**config.mk**
```make
export PLATFORM = sky130hd
export DESIGN_NAME = mux41_rr_arbiter
export DESIGN_NICKNAME = d
export VERILOG_FILES = /design/src/rtl/mux41_arb_pkg.sv /design/src/rtl/mux41_rr_arbiter_pick.sv /design/src/rtl/mux41_rr_arbiter.sv
export SDC_FILE = /design/constraint.sdc
export NUM_CORES = 1
export LEC_CHECK = 0
export CAP_MARGIN = 20
export CORE_MARGIN = 3
export CORE_UTILIZATION = 36
export CTS_BUF_LIST = sky130_fd_sc_hd__clkbuf_4 sky130_fd_sc_hd__clkbuf_8 sky130_fd_sc_hd__clkbuf_16
export DETAILED_ROUTE_END_ITERATION = 8
export PLACE_DENSITY = 0.88
export SETUP_SLACK_MARGIN = 0.2
export SLEW_MARGIN = 20
export SYNTH_ARGS = -nofsm -noshare
export SYNTH_HDL_FRONTEND = slang
export SYNTH_HIERARCHICAL = 1
export SYNTH_SLANG_ARGS = --single-unit
```
**constraint.sdc**
```tcl
create_clock -name clk -period 1.83 [get_ports clk]
set_input_delay 0.4575 -clock clk [delete_from_list [all_inputs] [get_ports clk]]
set_output_delay 0.4575 -clock clk [all_outputs]
set_load 0.005 [all_outputs]
```
**src/rtl/mux41_arb_pkg.sv**
```systemverilog
// ---------------------------------------------------------------------------
// mux41_arb_pkg
// Shared types and constants for the 4-requester round-robin arbiter that
// drives the select pair of a 4:1 mux datapath.
//   state_e     : arbiter FSM states (IDLE, BUSY), 1-bit encoding
//   NREQ, IDX_W : requester count and index width
//   PTR_RST     : round-robin pointer after reset (requester 0 wins first)
//   idx2onehot  : index -> one-hot grant vector
// ---------------------------------------------------------------------------
package mux41_arb_pkg;

  localparam int NREQ  = 4;
  localparam int IDX_W = 2;

  localparam logic [IDX_W-1:0] PTR_RST = 2'd3;

  typedef enum logic {
    IDLE = 1'b0,
    BUSY = 1'b1
  } state_e;

  function automatic logic [NREQ-1:0] idx2onehot(input logic [IDX_W-1:0] idx);
    return NREQ'(1) << idx;
  endfunction

endpackage

```
**src/rtl/mux41_rr_arbiter_pick.sv**
```systemverilog
// ---------------------------------------------------------------------------
// rr_pick4
// Combinational round-robin picker. Scans req cyclically starting just after
// ptr (ptr+1, ptr+2, ptr+3, ptr) and returns the first requesting index.
// Ports:
//   req [3:0] in  : request vector
//   ptr [1:0] in  : index granted last (lowest priority this round)
//   idx [1:0] out : winning index (only meaningful when any = 1)
//   any       out : at least one request is present
// ---------------------------------------------------------------------------
module rr_pick4
  import mux41_arb_pkg::*;
(
  input  logic [NREQ-1:0]  req,
  input  logic [IDX_W-1:0] ptr,
  output logic [IDX_W-1:0] idx,
  output logic             any
);

  logic [IDX_W-1:0] cand;

  // Walk the offsets from furthest (ptr itself) to nearest (ptr+1) so that
  // the nearest requester overwrites everything behind it.
  always_comb begin
    // NOTE: every output of a combinational block gets a default first so no
    // path leaves it unassigned and a latch is never inferred.
    idx  = ptr;
    cand = ptr;
    any  = |req;
    for (int k = NREQ; k >= 1; k--) begin
      cand = ptr + IDX_W'(k);
      if (req[cand]) idx = cand;
    end
  end

endmodule

```
**src/rtl/mux41_rr_arbiter.sv**
```systemverilog
// ---------------------------------------------------------------------------
// mux41_rr_arbiter
// Round-robin arbiter and sequencer sharing one WIDTH-bit output channel
// between four requesters. A grant is held for a whole burst; beats are
// forwarded from the granted requester over a valid/ready handshake through
// a 4:1 mux selected by the registered {s1,s0} pair.
//
// Parameters:
//   WIDTH     : data width per requester and on y
//   MAX_BURST : beats per grant before a forced release (1..15), only active
//               when the ARB_TIMEOUT_EN macro is defined
// Ports:
//   clk            : clock, rising edge
//   rst            : synchronous active-high reset
//   req[3:0]       : per-requester request
//   last[3:0]      : per-requester end-of-burst, qualified by that beat
//   A0..A3         : requester data
//   gnt[3:0]       : registered one-hot grant, zero when idle
//   s1, s0         : registered mux select, {s1,s0} = granted index
//   y              : granted requester's data via the 4:1 mux
//   y_valid        : beat present on y
//   y_ready        : downstream accepts the beat
//
// Build option: define ARB_TIMEOUT_EN to enable the per-grant beat limit.
// ---------------------------------------------------------------------------
module mux41_rr_arbiter
  import mux41_arb_pkg::*;
#(
  parameter int WIDTH     = 4,
  parameter int MAX_BURST = 8
) (
  input  logic             clk,
  input  logic             rst,
  input  logic [3:0]       req,
  input  logic [3:0]       last,
  input  logic [WIDTH-1:0] A0,
  input  logic [WIDTH-1:0] A1,
  input  logic [WIDTH-1:0] A2,
  input  logic [WIDTH-1:0] A3,
  output logic [3:0]       gnt,
  output logic             s1,
  output logic             s0,
  output logic [WIDTH-1:0] y,
  output logic             y_valid,
  input  logic             y_ready
);

  if (MAX_BURST < 1 || MAX_BURST > 15) begin : g_bad_max_burst
    $error("mux41_rr_arbiter: MAX_BURST must be within 1..15");
  end

  state_e           state_q;
  logic [NREQ-1:0]  gnt_q;
  logic [IDX_W-1:0] sel_q;
  logic [IDX_W-1:0] ptr_q;

  logic [IDX_W-1:0] pick_idx;
  logic             pick_any;
  logic             xfer;
  logic             abort;
  logic             rel_last;
  logic             rel_limit;
  logic             release_d;

  rr_pick4 u_pick (
    .req (req),
    .ptr (ptr_q),
    .idx (pick_idx),
    .any (pick_any)
  );

  // While BUSY, sel_q is the granted index, so the handshake is decoded from
  // it directly. y_valid follows req combinationally so an abort is seen in
  // the same cycle and no beat is counted.
  assign y_valid  = (state_q == BUSY) && req[sel_q];
  assign xfer     = y_valid && y_ready;
  assign abort    = (state_q == BUSY) && !req[sel_q];
  assign rel_last = xfer && last[sel_q];

`ifdef ARB_TIMEOUT_EN
  localparam logic [3:0] BURST_LIM = 4'(MAX_BURST);

  logic [3:0] beat_cnt_q;
  logic [3:0] beat_cnt_d;

  assign beat_cnt_d = beat_cnt_q + 4'd1;
  // Release on the transfer that brings the count up to the limit.
  assign rel_limit  = xfer && (beat_cnt_d == BURST_LIM);
`else
  assign rel_limit  = 1'b0;
`endif

  assign release_d = abort || rel_last || rel_limit;

  always_ff @(posedge clk) begin
    // NOTE: sequential state uses non-blocking assignments so every register
    // samples the pre-edge values regardless of statement order.
    if (rst) begin
      state_q <= IDLE;
      gnt_q   <= '0;
      sel_q   <= '0;
      ptr_q   <= PTR_RST;
    end else begin
      case (state_q)
        IDLE: begin
          if (pick_any) begin
            state_q <= BUSY;
            gnt_q   <= idx2onehot(pick_idx);
            sel_q   <= pick_idx;
          end
        end
        BUSY: begin
          // No preemption: only the granted requester can end the burst.
          if (release_d) begin
            state_q <= IDLE;
            gnt_q   <= '0;
            ptr_q   <= sel_q;
          end
        end
        default: begin
          state_q <= IDLE;
          gnt_q   <= '0;
        end
      endcase
    end
  end

`ifdef ARB_TIMEOUT_EN
  always_ff @(posedge clk) begin
    if (rst) begin
      beat_cnt_q <= '0;
    end else if (state_q == IDLE) begin
      beat_cnt_q <= '0;
    end else if (xfer) begin
      beat_cnt_q <= beat_cnt_d;
    end
  end
`endif

  assign gnt = gnt_q;
  assign s1  = sel_q[1];
  assign s0  = sel_q[0];

  // 4:1 datapath mux; select is held through IDLE so y stays stable.
  always_comb begin
    y = A0;
    case ({s1, s0})
      2'd0:    y = A0;
      2'd1:    y = A1;
      2'd2:    y = A2;
      2'd3:    y = A3;
      default: y = A0;
    endcase
  end

endmodule

```
==> results of run 1 <==
[synth_stat cells (2+ instances only)]
cell type	instances
nand2b_1	2
nor2_1	7
a21oi_1	2
a31o_2	2
mux4_1	4
dfxtp_1	9
a21o_1	2
inv_1	4
a22o_2	2
nor3_1	2
mux2i_1	5
nand2_1	7
[metrics by stage]
stage / power (uW) / instance area, um2 / setup TNS, ns / instances / hold slack [ns]
2_1_floorplan: 392.1 / 638.1 / 0 / 63 / 0.4596
3_3_place_gp: 564.0 / 1105 / -3.953 / 133 / 0.4452
3_5_place_dp: 572.5 / 1105 / -4.328 / 133 / 0.4560
4_1_cts: 738.7 / 1105 / -0.1573 / 138 / 0.4699
5_1_grt: 825.2 / 1179 / -0.3071 / 141 / 0.4822
6_report: 778.5 / 1179 / -0.05132 / 141 / 0.4715
[flip-flops by register name, indices dropped and copies added, names as in the netlist]
signal   flops
state_q      1
gnt          4
sel_q        2
ptr_q        2
[power by group through the flow]
stage / logic [uW] / clock network, uW / registers (uW)
after floorplan: 150 / 0 / 242
after detailed placement: 321 / 0 / 252
after CTS: 312 / 182 / 245
after global placement: 314 / 0 / 250
after global routing: 388 / 188 / 249
final: 360 / 173 / 246
[per-layer routing]
layer  vias to the layer above  routed length (um)  track usage
li1                        346                   -            -
met1                       332                 813       0.1883
met2                        31                1002       0.3034
met3                         2                 132      0.04797
met4                         0                  17      0.08065
met5                         -                   0            0
[cells in the final DEF, fill, tap and decap left out, types with 2 or more instances in the layout]
cell type        instances
nor3_1                   2
mux4_2                   5
nand2b_1                 2
inv_1                    3
a21oi_1                  2
mux2i_1                  3
buf_2                    3
a31o_2                   2
clkbuf_4                 4
a22o_2                   2
a21o_1                   2
nand2_1                  7
nor2_1                   7
buf_6                    6
clkdlybuf4s15_2          2
clkdlybuf4s50_1         10
clkdlybuf4s15_1          2
dlygate4sd2_1           17
buf_4                   11
dfxtp_1                  7
dfxtp_4                  2
mux2i_4                  2
[path summary, 6_finish.rpt]
check	to	slack, ns
max	y[3]	-0.03
min	gnt[0]$_SDFFE_PP0P_	0.47
max reg2reg	ptr_q[1]$_SDFFE_PP1P_	0.19
min reg2reg	gnt[0]$_SDFFE_PP0P_	0.47
[what timing repair did]
item / CTS / global route
pin swaps: 1 / 6
hold buffers: 0 / 0
setup buffers: 1 / 3
gates resized for setup: 58 / 12
setup endpoints to repair: 16 / 12
[logic make-up after synthesis]
| logic type | after synthesis | share of synthesized area |
|---|---|---|
| multiplexers | 10 | 0.2784 |
| AND/OR/NAND/NOR | 22 | 0.1589 |
| flip-flops | 9 | 0.2823 |
| AO/OA/AOI/OAI | 16 | 0.2314 |
| buffers and inverters | 6 | 0.04900 |
[worst max-delay path, delay by kind of cell, from the launching register on]
family   cells  cell delay, ns
mux          1            0.51
flops        1            0.36
buf+inv      2            0.26
[cell type report]
| type | count | share of cell area |
|---|---|---|
| Multi-Input combinational cell | 48 | 0.3854 |
| Timing Repair Buffer | 52 | 0.3917 |
| Sequential cell | 9 | 0.1592 |
| Tap cell | 24 | 0.02548 |
| Inverter | 4 | 0.01274 |
| Clock buffer | 4 | 0.02548 |
==> results.tsv, run 1 <==
metric	value	unit
Seq/Total Area, Yosys	0.2824	
number of synthesized flops with an enable pin	0	
routed wire length per instance	13.94	um
final worst-path cycle share	1.014	
starting density of the core	0.4003	
Sw Share	0.3038	
top achievable clock speed	538.7	MHz
worst r2r src	sel_q[0]$_SDFFE_PP0P_	
# IOs	38	
CP startpoint kind	flip-flop	
largest net degree at the start of global routing	9	
Port Buffers	37	
Final WS setup	-0.02642	ns
Crit path required time	1.37	ns
Clock H-tree levels	1	
synthesis-to-layout area growth	84.71	%
cts bufs inserted	3	
Max stage delay on crit path	0.51	ns
Yosys top cell area share	0.2824	
Gate power share	0.462	
CTS root buf	clkbuf_4	
post-synthesis cell count	63	
Worst slew margin	0.8017	
Worst Hold Launch	gnt[0]$_SDFFE_PP0P_	
Yosys cell types	27	
Hold Crit Depth	1	
RSZ-0062 raised after global routing	yes	
Clock Sinks	9	
FF+latch area	187.7	um2
LEAKAGE	0.0005287	uW
first-pass GRT wire length	2739	um
worst setup path class	flip-flop to primary output	
ys async rst share	0	
fin nets	145	
Die ar.	2314	um2
ANT cells	0	
drt first pass iters	4	
hold crit path type	flip-flop to flip-flop	
largest area contributor in the netlist	dfxtp_1	
initial antenna violation count	0	
Worst setup startpoint	sel_q[0]$_SDFFE_PP0P_	
Critical Path Slowest Stage Cell	mux4_2	
final hold violations	0	
final setup fails	4	
maxcap violations	0	
post-synthesis register bit count	9	
Place WS	-0.6211	ns
Net Count, Synth	90	
top post-synthesis cells by area	dfxtp_1 (28%), mux4_1 (16%), mux2i_1 (7.8%), nand2_1 (4.1%), nor2_1 (4.1%)	
Clock Skews	0.007260	ns
Antenna Nets Post-Route	0	
Primary FF master, synth	dfxtp_1	
Final HPWL DP	1420	um
R2R depth	7	
via-per-instance ratio	5.043	
post-layout util	0.7394	
clock latency at the later pin of the worst-skew pair	0.27	ns
final WL	1965	um
multi-input logic area	454.2	um2
most used cell, CP	buf_6	
Yosys warning count	6	
total gr overflow	0	
Chip Width	48.10	um
GRT Util Overall	0.1717	
Net Switching	236.5	uW
Worst Tran Pin Value	0.2969	ns
vias in the first global route	655	
Pins Over Slew Limit	0	
TritonCTS clock tree	built	
FILL cells	115	
average size of a mapped cell	10.13	um2
Critical Path, Cell by Cell	buf_6, mux4_2, buf_6	
Max Root-Sink Buffers	2	
layout cell share with drive strength beyond 1	0.4103	
drt initial violations	9	
Internal Power	542.0	uW
routability congestion estimate	0.8617	
Vias	711	
sequential power share	0.316	
CORE AREA	1594	um2
Die Span Y	48.10	um
row cnt	14	
Power Density	660.5	nW/um2
Reg clk slew, reported paths	0.06	ns
minimum clock period after layout	1.856	ns
Synth Cell Area	638.1	um2
clock share of power	0.223	
DRC errors left	0	
Worst setup EP type	primary output	
status	finished with violations	
failing checks	setup timing	
CP Max Fanout	5	
crit path DAT	1.40	ns
Worst VDD drop	0.4656	mV
Note: power is estimated with default switching activity, not from simulation.
==> inputs of run 2 (changes only) <==
--- a/config.mk
+++ b/config.mk
@@ -7,10 +7,10 @@
 export LEC_CHECK = 0
 export CAP_MARGIN = 20
 export CORE_MARGIN = 3
-export CORE_UTILIZATION = 36
+export CORE_UTILIZATION = 33
 export CTS_BUF_LIST = sky130_fd_sc_hd__clkbuf_4 sky130_fd_sc_hd__clkbuf_8 sky130_fd_sc_hd__clkbuf_16
 export DETAILED_ROUTE_END_ITERATION = 8
-export PLACE_DENSITY = 0.88
+export PLACE_DENSITY = 0.85
 export SETUP_SLACK_MARGIN = 0.2
 export SLEW_MARGIN = 20
 export SYNTH_ARGS = -nofsm -noshare
==> constraint.sdc (replaced) <==
create_clock -name clk -period 1.65 [get_ports clk]
set_input_delay 0.4125 -clock clk [delete_from_list [all_inputs] [get_ports clk]]
set_output_delay 0.4125 -clock clk [all_outputs]
set_load 0.005 [all_outputs]
==> results.tsv, run 2 (same netlist as run 1, synthesis figures left out) <==
metric	value	unit	change
TritonCTS clock tree	built		
row cnt	15		+1
final WL	2308	um	+17%
Max Root-Sink Buffers	2		unchanged
routability congestion estimate	0.7363		-15%
post-layout power	907.9	uW	+17%
routed wire length per instance	15.08	um	+8.2%
setup_tns	-0.7458	ns	-0.6945 ns
Max stage delay on crit path	0.52	ns	about the same
failing checks	setup timing		
starting density of the core	0.3579		-0.04242
Critical Path Slowest Stage Cell	mux4_2		
Worst setup EP type	primary output		
Die ar.	2498	um2	+7.9%
crit path DAT	1.41	ns	about the same
synthesis-to-layout area growth	98.63	%	
most frequent cells in the layout	dlygate4sd2_1 (23), buf_4 (20), buf_6 (8)		
final setup fails	5		+1
Final WS setup	-0.1683	ns	-0.1418 ns
first-pass GRT wire length	3650	um	+33%
commonest non-fill, non-tap cell in the layout	dlygate4sd2_1		
cts bufs inserted	3		unchanged
Worst VDD drop	0.3898	mV	-16%
Die Span Y	49.98	um	+3.9%
total gr overflow	0		unchanged
Final Instance Count excl. Fillers	153		+8.5%
Power Density	716.3	nW/um2	+8.4%
# IOs	38		unchanged
LEAKAGE	0.0006056	uW	+15%
Port Buffers	37		unchanged
largest net degree at the start of global routing	8		-1
drt first pass iters	6		+2
clock latency at the later pin of the worst-skew pair	0.27	ns	about the same
Chip Width	49.98	um	+3.9%
Clock Sinks	9		unchanged
fin nets	156		+7.6%
minimum clock period after layout	1.818	ns	
CORE AREA	1783	um2	+12%
Reg clk slew, reported paths	0.06	ns	about the same
worst setup path class	flip-flop to primary output		
FILL cells	123		+7.0%
Worst Tran Pin Value	0.2521	ns	-0.04474 ns
Pins Over Slew Limit	0		unchanged
critical path buffer and inverter count	2		unchanged
final hold violations	0		unchanged
Final Cell Area	1267	um2	+7.5%
cts hold-fix bufs	0		unchanged
maxcap violations	0		unchanged
hold crit path type	flip-flop to flip-flop		
cell area after placement	1160	um2	+5.0%
ANT cells	0		unchanged
Final HPWL DP	1760	um	+24%
via-per-instance ratio	5.196		+3.0%
Crit path required time	1.24	ns	-0.13 ns
Antenna Nets Post-Route	0		unchanged
Clock H-tree levels	1		unchanged
status	finished with violations		
Clock Skews	0.001969	ns	-0.005291 ns
Worst path top cell family by delay	multiplexers		
drt initial violations	12		+3
final worst-path cycle share	1.102		
layout cell share with drive strength beyond 1	0.4844		+0.07412
vias in the first global route	789		+20%
CP startpoint kind	flip-flop		
RSZ-0062 raised after global routing	yes		
DRC errors left	0		unchanged
Vias	795		+12%
CTS root buf	clkbuf_4		
Worst slew margin	0.8319		+0.03023
Critical Path, Cell by Cell	mux4_2, nand2_2, inv_2, buf_6		
CP Max Fanout	5		unchanged
GRT Util Overall	0.1956		+0.02387
top achievable clock speed	550.0	MHz	
initial antenna violation count	0		unchanged
max reg flops	4		unchanged
Post-Place Cells	141		+6.0%
-- run 2: cell types whose count changed in the layout (fill, tap and decap cells not counted), sizes merged --
cell / change
clkdlybuf4s50: -3
buf: +13
clkbuf: -1
clkdlybuf4s15: -4
dlygate4sd2: +6
-- run 2: worst paths after layout --
path,from,endpoint,slack [ns],depth (start not counted)
min reg2reg,gnt[0]$_SDFFE_PP0P_,gnt[0]$_SDFFE_PP0P_,0.46,1
max reg2reg,sel_q[0]$_SDFFE_PP0P_,state_q$_SDFF_PP0_,0.01,6
min,gnt[0]$_SDFFE_PP0P_,gnt[0]$_SDFFE_PP0P_,0.46,1
max,sel_q[0]$_SDFFE_PP0P_,y_valid,-0.17,4
-- run 2: cell type report --
cell class                 instances  area, um2  share of cell area
tap                               25      31.28             0.02468
timing repair buffer              63      536.8              0.4235
sequential                         9      185.2              0.1461
multi-input combinational         48      469.2              0.3702
inverter                           4      15.01             0.01185
clock buffer                       4      30.03             0.02369
-- run 2: per-layer routing --
metal  global-route usage  wire, um  vias up
met2               0.3634      1226       39
li1                     -         -      372
met3              0.04834       123       11
met4              0.09677        56        0
met5                    0         0        -
met1               0.1996       902      373
-- run 2: timing repair --
item / in CTS / in global routing
endpoints found under the setup margin: 20 / 15
pin swaps: 9 / 7
setup buffers: 6 / 2
gates resized for setup: 66 / 10
-- run 2: stage by stage --
| stage | hold slack (ns) | worst slack (ns) | util |
|---|---|---|---|
| 3_5_place_dp | 0.4479 | -0.6589 | 0.6505 |
| 4_1_cts | 0.4576 | -0.1875 | 0.6793 |
| 2_1_floorplan | 0.4632 | 0.1110 | - |
| 3_3_place_gp | 0.4473 | -0.6374 | 0.6505 |
| 6_report | 0.4557 | -0.1683 | 0.7109 |
| 5_1_grt | 0.4806 | -0.2105 | 0.7109 |
-- run 2: report_power, final --
| part | leakage [uW] | internal [uW] | switching (uW) |
|---|---|---|---|
| registers | 0.0000752 | 244 | 26.1 |
| logic | 0.000512 | 275 | 172 |
| clock network | 0.0000184 | 110 | 80.8 |
==> RTL change 1: new RTL, config.mk and constraints of run 1 <==
The option `ARB_TIMEOUT_EN` is turned on by a define.
--- a/src/rtl/mux41_rr_arbiter.sv
+++ b/src/rtl/mux41_rr_arbiter.sv
@@ -23,6 +23,8 @@
 //
 // Build option: define ARB_TIMEOUT_EN to enable the per-grant beat limit.
 // ---------------------------------------------------------------------------
+`define ARB_TIMEOUT_EN
+
 module mux41_rr_arbiter
   import mux41_arb_pkg::*;
 #(
Check against the original RTL: not equivalent (a bounded check fails within 10 cycles, from zero or initial values and one cycle with rst high).
==> RTL change 1 against run 1 <==
The flow still finishes with violations (negative setup slack). Sequential power is 39% higher. Power is 23% higher. Worst setup slack got worse by 0.12 ns. Core utilization fell by 5.6 points. Critical endpoint unchanged. Final area increased by 32%. Synthesized area is 40% higher. Wire length up 51%. Sequential cell count grew 4.
==> RTL change 1: results (changes against run 1) <==
Seq pwr share=35.6% (+4.0 points); share of layout cells above drive strength 1=39.8% (-1.3 points); Worst Path Arrival=1.52 ns (+0.12 ns); Reg2Reg Setup Slack=-0.13 ns (-0.32 ns); WHS Path Cells=2 (+1); outcome=finished with violations; number of global-route vias before repair=1052 (+61%); routability cong.=0.827 (-4.0%); endpoints failing setup=12 (+8); Clk power=0.178 mW (+3%); Crit path largest cell delay=0.48 ns (-0.03 ns); max_slew headroom=78.8% (-1.4 points); first-pass GRT wire length=4790 µm (+75%); Avg WL per Cell=15.7 µm (+12%); Min-Delay Endpoint=gnt[3]; hold path start=gnt[3]; largest cells by area after synthesis=dfxtp_1 29%, mux4_1 15%, mux2i_1 5.6%; Final WS setup=-0.149 ns (-0.123 ns); number of distinct library cells after synthesis=32 (+19%); commonest cells in the netlist=13 x dfxtp_1, 13 x nor2_1, 9 x a21oi_1, 9 x nand2_1; DP Wirelength=2090 µm (+47%); reg2reg end=gnt[1]; sequential-to-total area share from yosys stat=29.1% (+0.86 points); Vias=1041 (+46%); Pre-Repair DR Iteration Count=5 (+1); setup TNS=-1.23 ns (-1.18 ns); M1 GR Usage=21.6% (+2.7 points); Clk pwr share=18.6% (-3.7 points); fillers=198 (+72%); critical path fanouts, max=6 (+1); M2 GR Usage=35.0% (+4.6 points); post-CTS setup buffer count=6 (+5); violated checks=negative setup slack; CTS max path bufs=2 (unchanged); M3 GR Usage=3.94% (-0.85 points); Setup Skew=0.0107 ns (+0.00346 ns); number of nets in the layout=191 (+32%); Post-Route M1 WL=1160 µm (+42%); metal2 WL=1540 µm (+54%); pre-CTS setup slack=-0.627 ns (-0.00548 ns); maximum VDD drop=0.414 mV (-11%); DRT iter0 DRCs=36 (+27)
[RTL change 1: cell count changes after synthesis, sizes merged, moves of 2 or more]
cell | before | now
nor2 | 7 | 13
a21o | 3 | 0
dfxtp | 9 | 13
xor2 | 0 | 2
o21ai | 0 | 2
nand2 | 8 | 10
a22o | 3 | 0
and2 | 0 | 2
buf | 1 | 3
a21oi | 2 | 9
a31oi | 1 | 4
ha | 0 | 2
nand3 | 0 | 5
a31o | 2 | 0
[RTL change 1: how the worst max path moves through the flow]
stage / from / end / slack (ns)
after CTS: sel_q[0] / y_valid / -0.15
after detailed placement: req[3] / y_valid / -0.63
after global routing: sel_q[0] / gnt[3] / -0.21
after floorplan: sel_q[0] / y_valid / 0.13
after global placement: req[2] / y_valid / -0.62
final: sel_q[0] / y[3] / -0.15
[RTL change 1: cells by family (layout without fill, tap and decap cells)]
group	count (synthesis)	in the layout	share of synthesized area [%]
mux	11	11	22.8
simple gates	42	42	22.5
compound gates	20	20	16.1
xor+xnor	2	2	1.96
fa+ha+maj	2	2	2.80
flops	13	13	29.1
buf+inv	8	71	4.76
[RTL change 1: final cells by class]
type                       instances  area, µm²  area share, %
tap                               28       35.0           2.25
clock inverter                     1       5.00          0.322
timing repair buffer              64        568           36.5
multi-input combinational         77        642           41.3
sequential                        13        272           17.5
clock buffer                       3       22.5           1.45
inverter                           3       11.3          0.724
[RTL change 1: through the flow]
stage / std cells / instance area [µm²] / util [%] / hold slack [ns]
final: 189 / 1560 / 68.3 / 0.480
after global routing: 189 / 1560 / 68.3 / 0.503
after CTS: 184 / 1460 / 64.0 / 0.494
after detailed placement: 174 / 1400 / 61.6 / 0.483
after global placement: 174 / 1400 / 61.6 / 0.467
after floorplan: 98 / 898 / - / 0.467
==> RTL change 2: new RTL, settings of run 1 <==
Without the edit above. The parameter `WIDTH` goes from 4 to 6.
--- a/src/rtl/mux41_rr_arbiter.sv
+++ b/src/rtl/mux41_rr_arbiter.sv
@@ -26,7 +26,7 @@
 module mux41_rr_arbiter
   import mux41_arb_pkg::*;
 #(
-  parameter int WIDTH     = 4,
+  parameter int WIDTH     = 6,
   parameter int MAX_BURST = 8
 ) (
   input  logic             clk,
Ports: changed (5 resized); port bits go from 38 to 48. The function was not compared with the original's and may differ.
==> RTL change 2 against run 1 <==
Largest power group unchanged. Final area grew 12%. Power grew 6.4%. The flow still finishes with violations (negative setup slack). Synthesized area grew 4.7%. Critical path depth is the same. Worst setup slack lost 0.058 ns. Count of clock-buffer cells in the layout shrank 1. Largest cell class unchanged. Wire length grew 28%. Sequential cell count is the same. Critical endpoint is now y[5].
==> RTL change 2: results (changes against run 1) <==
largest net degree at the start of global routing=12 (+3); Synthesized Nets=100 (+11%); largest cells by area after synthesis=dfxtp_1 27%, mux4_2 24%, mux2i_1 7.5%; violated checks=negative setup slack; first-pass GRT wire length=4110 µm (+50%); number of distinct library cells after synthesis=28 (+3.7%); IO Port Bufs=47 (+27%); share of layout cells above drive strength 1=36.9% (-4.1 points); endpoints failing setup=7 (+3); M2 GR Usage=41.5% (+11 points); M1 GR Usage=22.7% (+3.8 points); number of nets in the layout=166 (+14%); critical path fanouts, max=8 (+3); M3 GR Usage=5.81% (+1.0 points); Final WS setup=-0.0841 ns (-0.0577 ns); P_leak=0.606 nW (+15%); Worst Path Arrival=1.46 ns (+0.06 ns); post-CTS setup buffer count=3 (+2); # resized after CTS=71 (+22%); max_slew headroom=77.8% (-2.4 points); outcome=finished with violations; maximum VDD drop=0.514 mV (+10%); DRT iter0 DRCs=15 (+6); GRT Resource Usage Total=21.8% (+4.6 points); Compound-Gate Fraction of Synth Area=21.9% (-1.2 points); Avg WL per Cell=16.4 µm (+17%); DP Wirelength=1970 µm (+39%); routability cong.=0.804 (-6.7%); fillers=107 (-7.0%); mux share of post-synthesis cell area=31.1% (+3.2 points); Setup Skew=0.00985 ns (+0.00259 ns); number of global-route vias before repair=860 (+31%); commonest cells in the netlist=9 x dfxtp_1, 7 x mux4_2, 7 x nand2_1, 7 x nor2_1, 5 x mux2i_1
[RTL change 2: changes by cell type in the layout (fill, tap and decap cells not counted), moves of 2 or more]
cell             change
dlygate4sd2_1        +9
buf_12               +2
buf_2                +2
clkdlybuf4s15_1      +2
clkdlybuf4s15_2      -2
mux4_2               +2
[RTL change 2: per-layer routing]
metal,vias up,share of wire [%]
li1,379,-
met1,375,40
met2,51,51
met3,2,8.5
met4,0,0.32
met5,-,0
[RTL change 2: where the power goes]
group          switching, mW  total [mW]  internal [mW]
clock network         0.0757       0.156         0.0807
registers             0.0279       0.248          0.220
logic                  0.159       0.424          0.265
total                  0.262       0.828          0.566
[RTL change 2: stage by stage]
stage | cells | TNS, ns | utilization, % | setup slack (ns) | total power [mW]
finish | 154 | -0.368 | 81.2 | -0.0841 | 0.828
global route | 154 | -0.652 | 81.2 | -0.125 | 0.877
CTS | 152 | -0.385 | 78.7 | -0.0848 | 0.803
detailed placement | 145 | -4.90 | 77.3 | -0.615 | 0.657
global placement | 145 | -4.56 | 77.3 | -0.597 | 0.643
floorplan | 65 | 0 | - | 0.275 | 0.415
[RTL change 2: final cells by class]
class,instances,share of cell area (%)
Clock buffer,3,1.70
Clock inverter,1,0.378
Inverter,4,1.14
Multi-Input combinational cell,50,37.3
Sequential cell,9,14.0
Tap cell,24,2.27
Timing Repair Buffer,63,43.2
[RTL change 2: worst paths after layout]
kind	end	slack, ns	start	cells past startpoint
max	y[5]	-0.08	sel_q[0]	3
min	gnt[0]	0.47	gnt[0]	1
max reg2reg	gnt[2]	0.19	sel_q[0]	6
min reg2reg	gnt[0]	0.47	gnt[0]	1
[RTL change 2: critical path: stages (launching register included)]
cell and delay, ns:
dfxtp_4 0.38, buf_12 0.13, mux4_2 0.53, buf_6 0.14
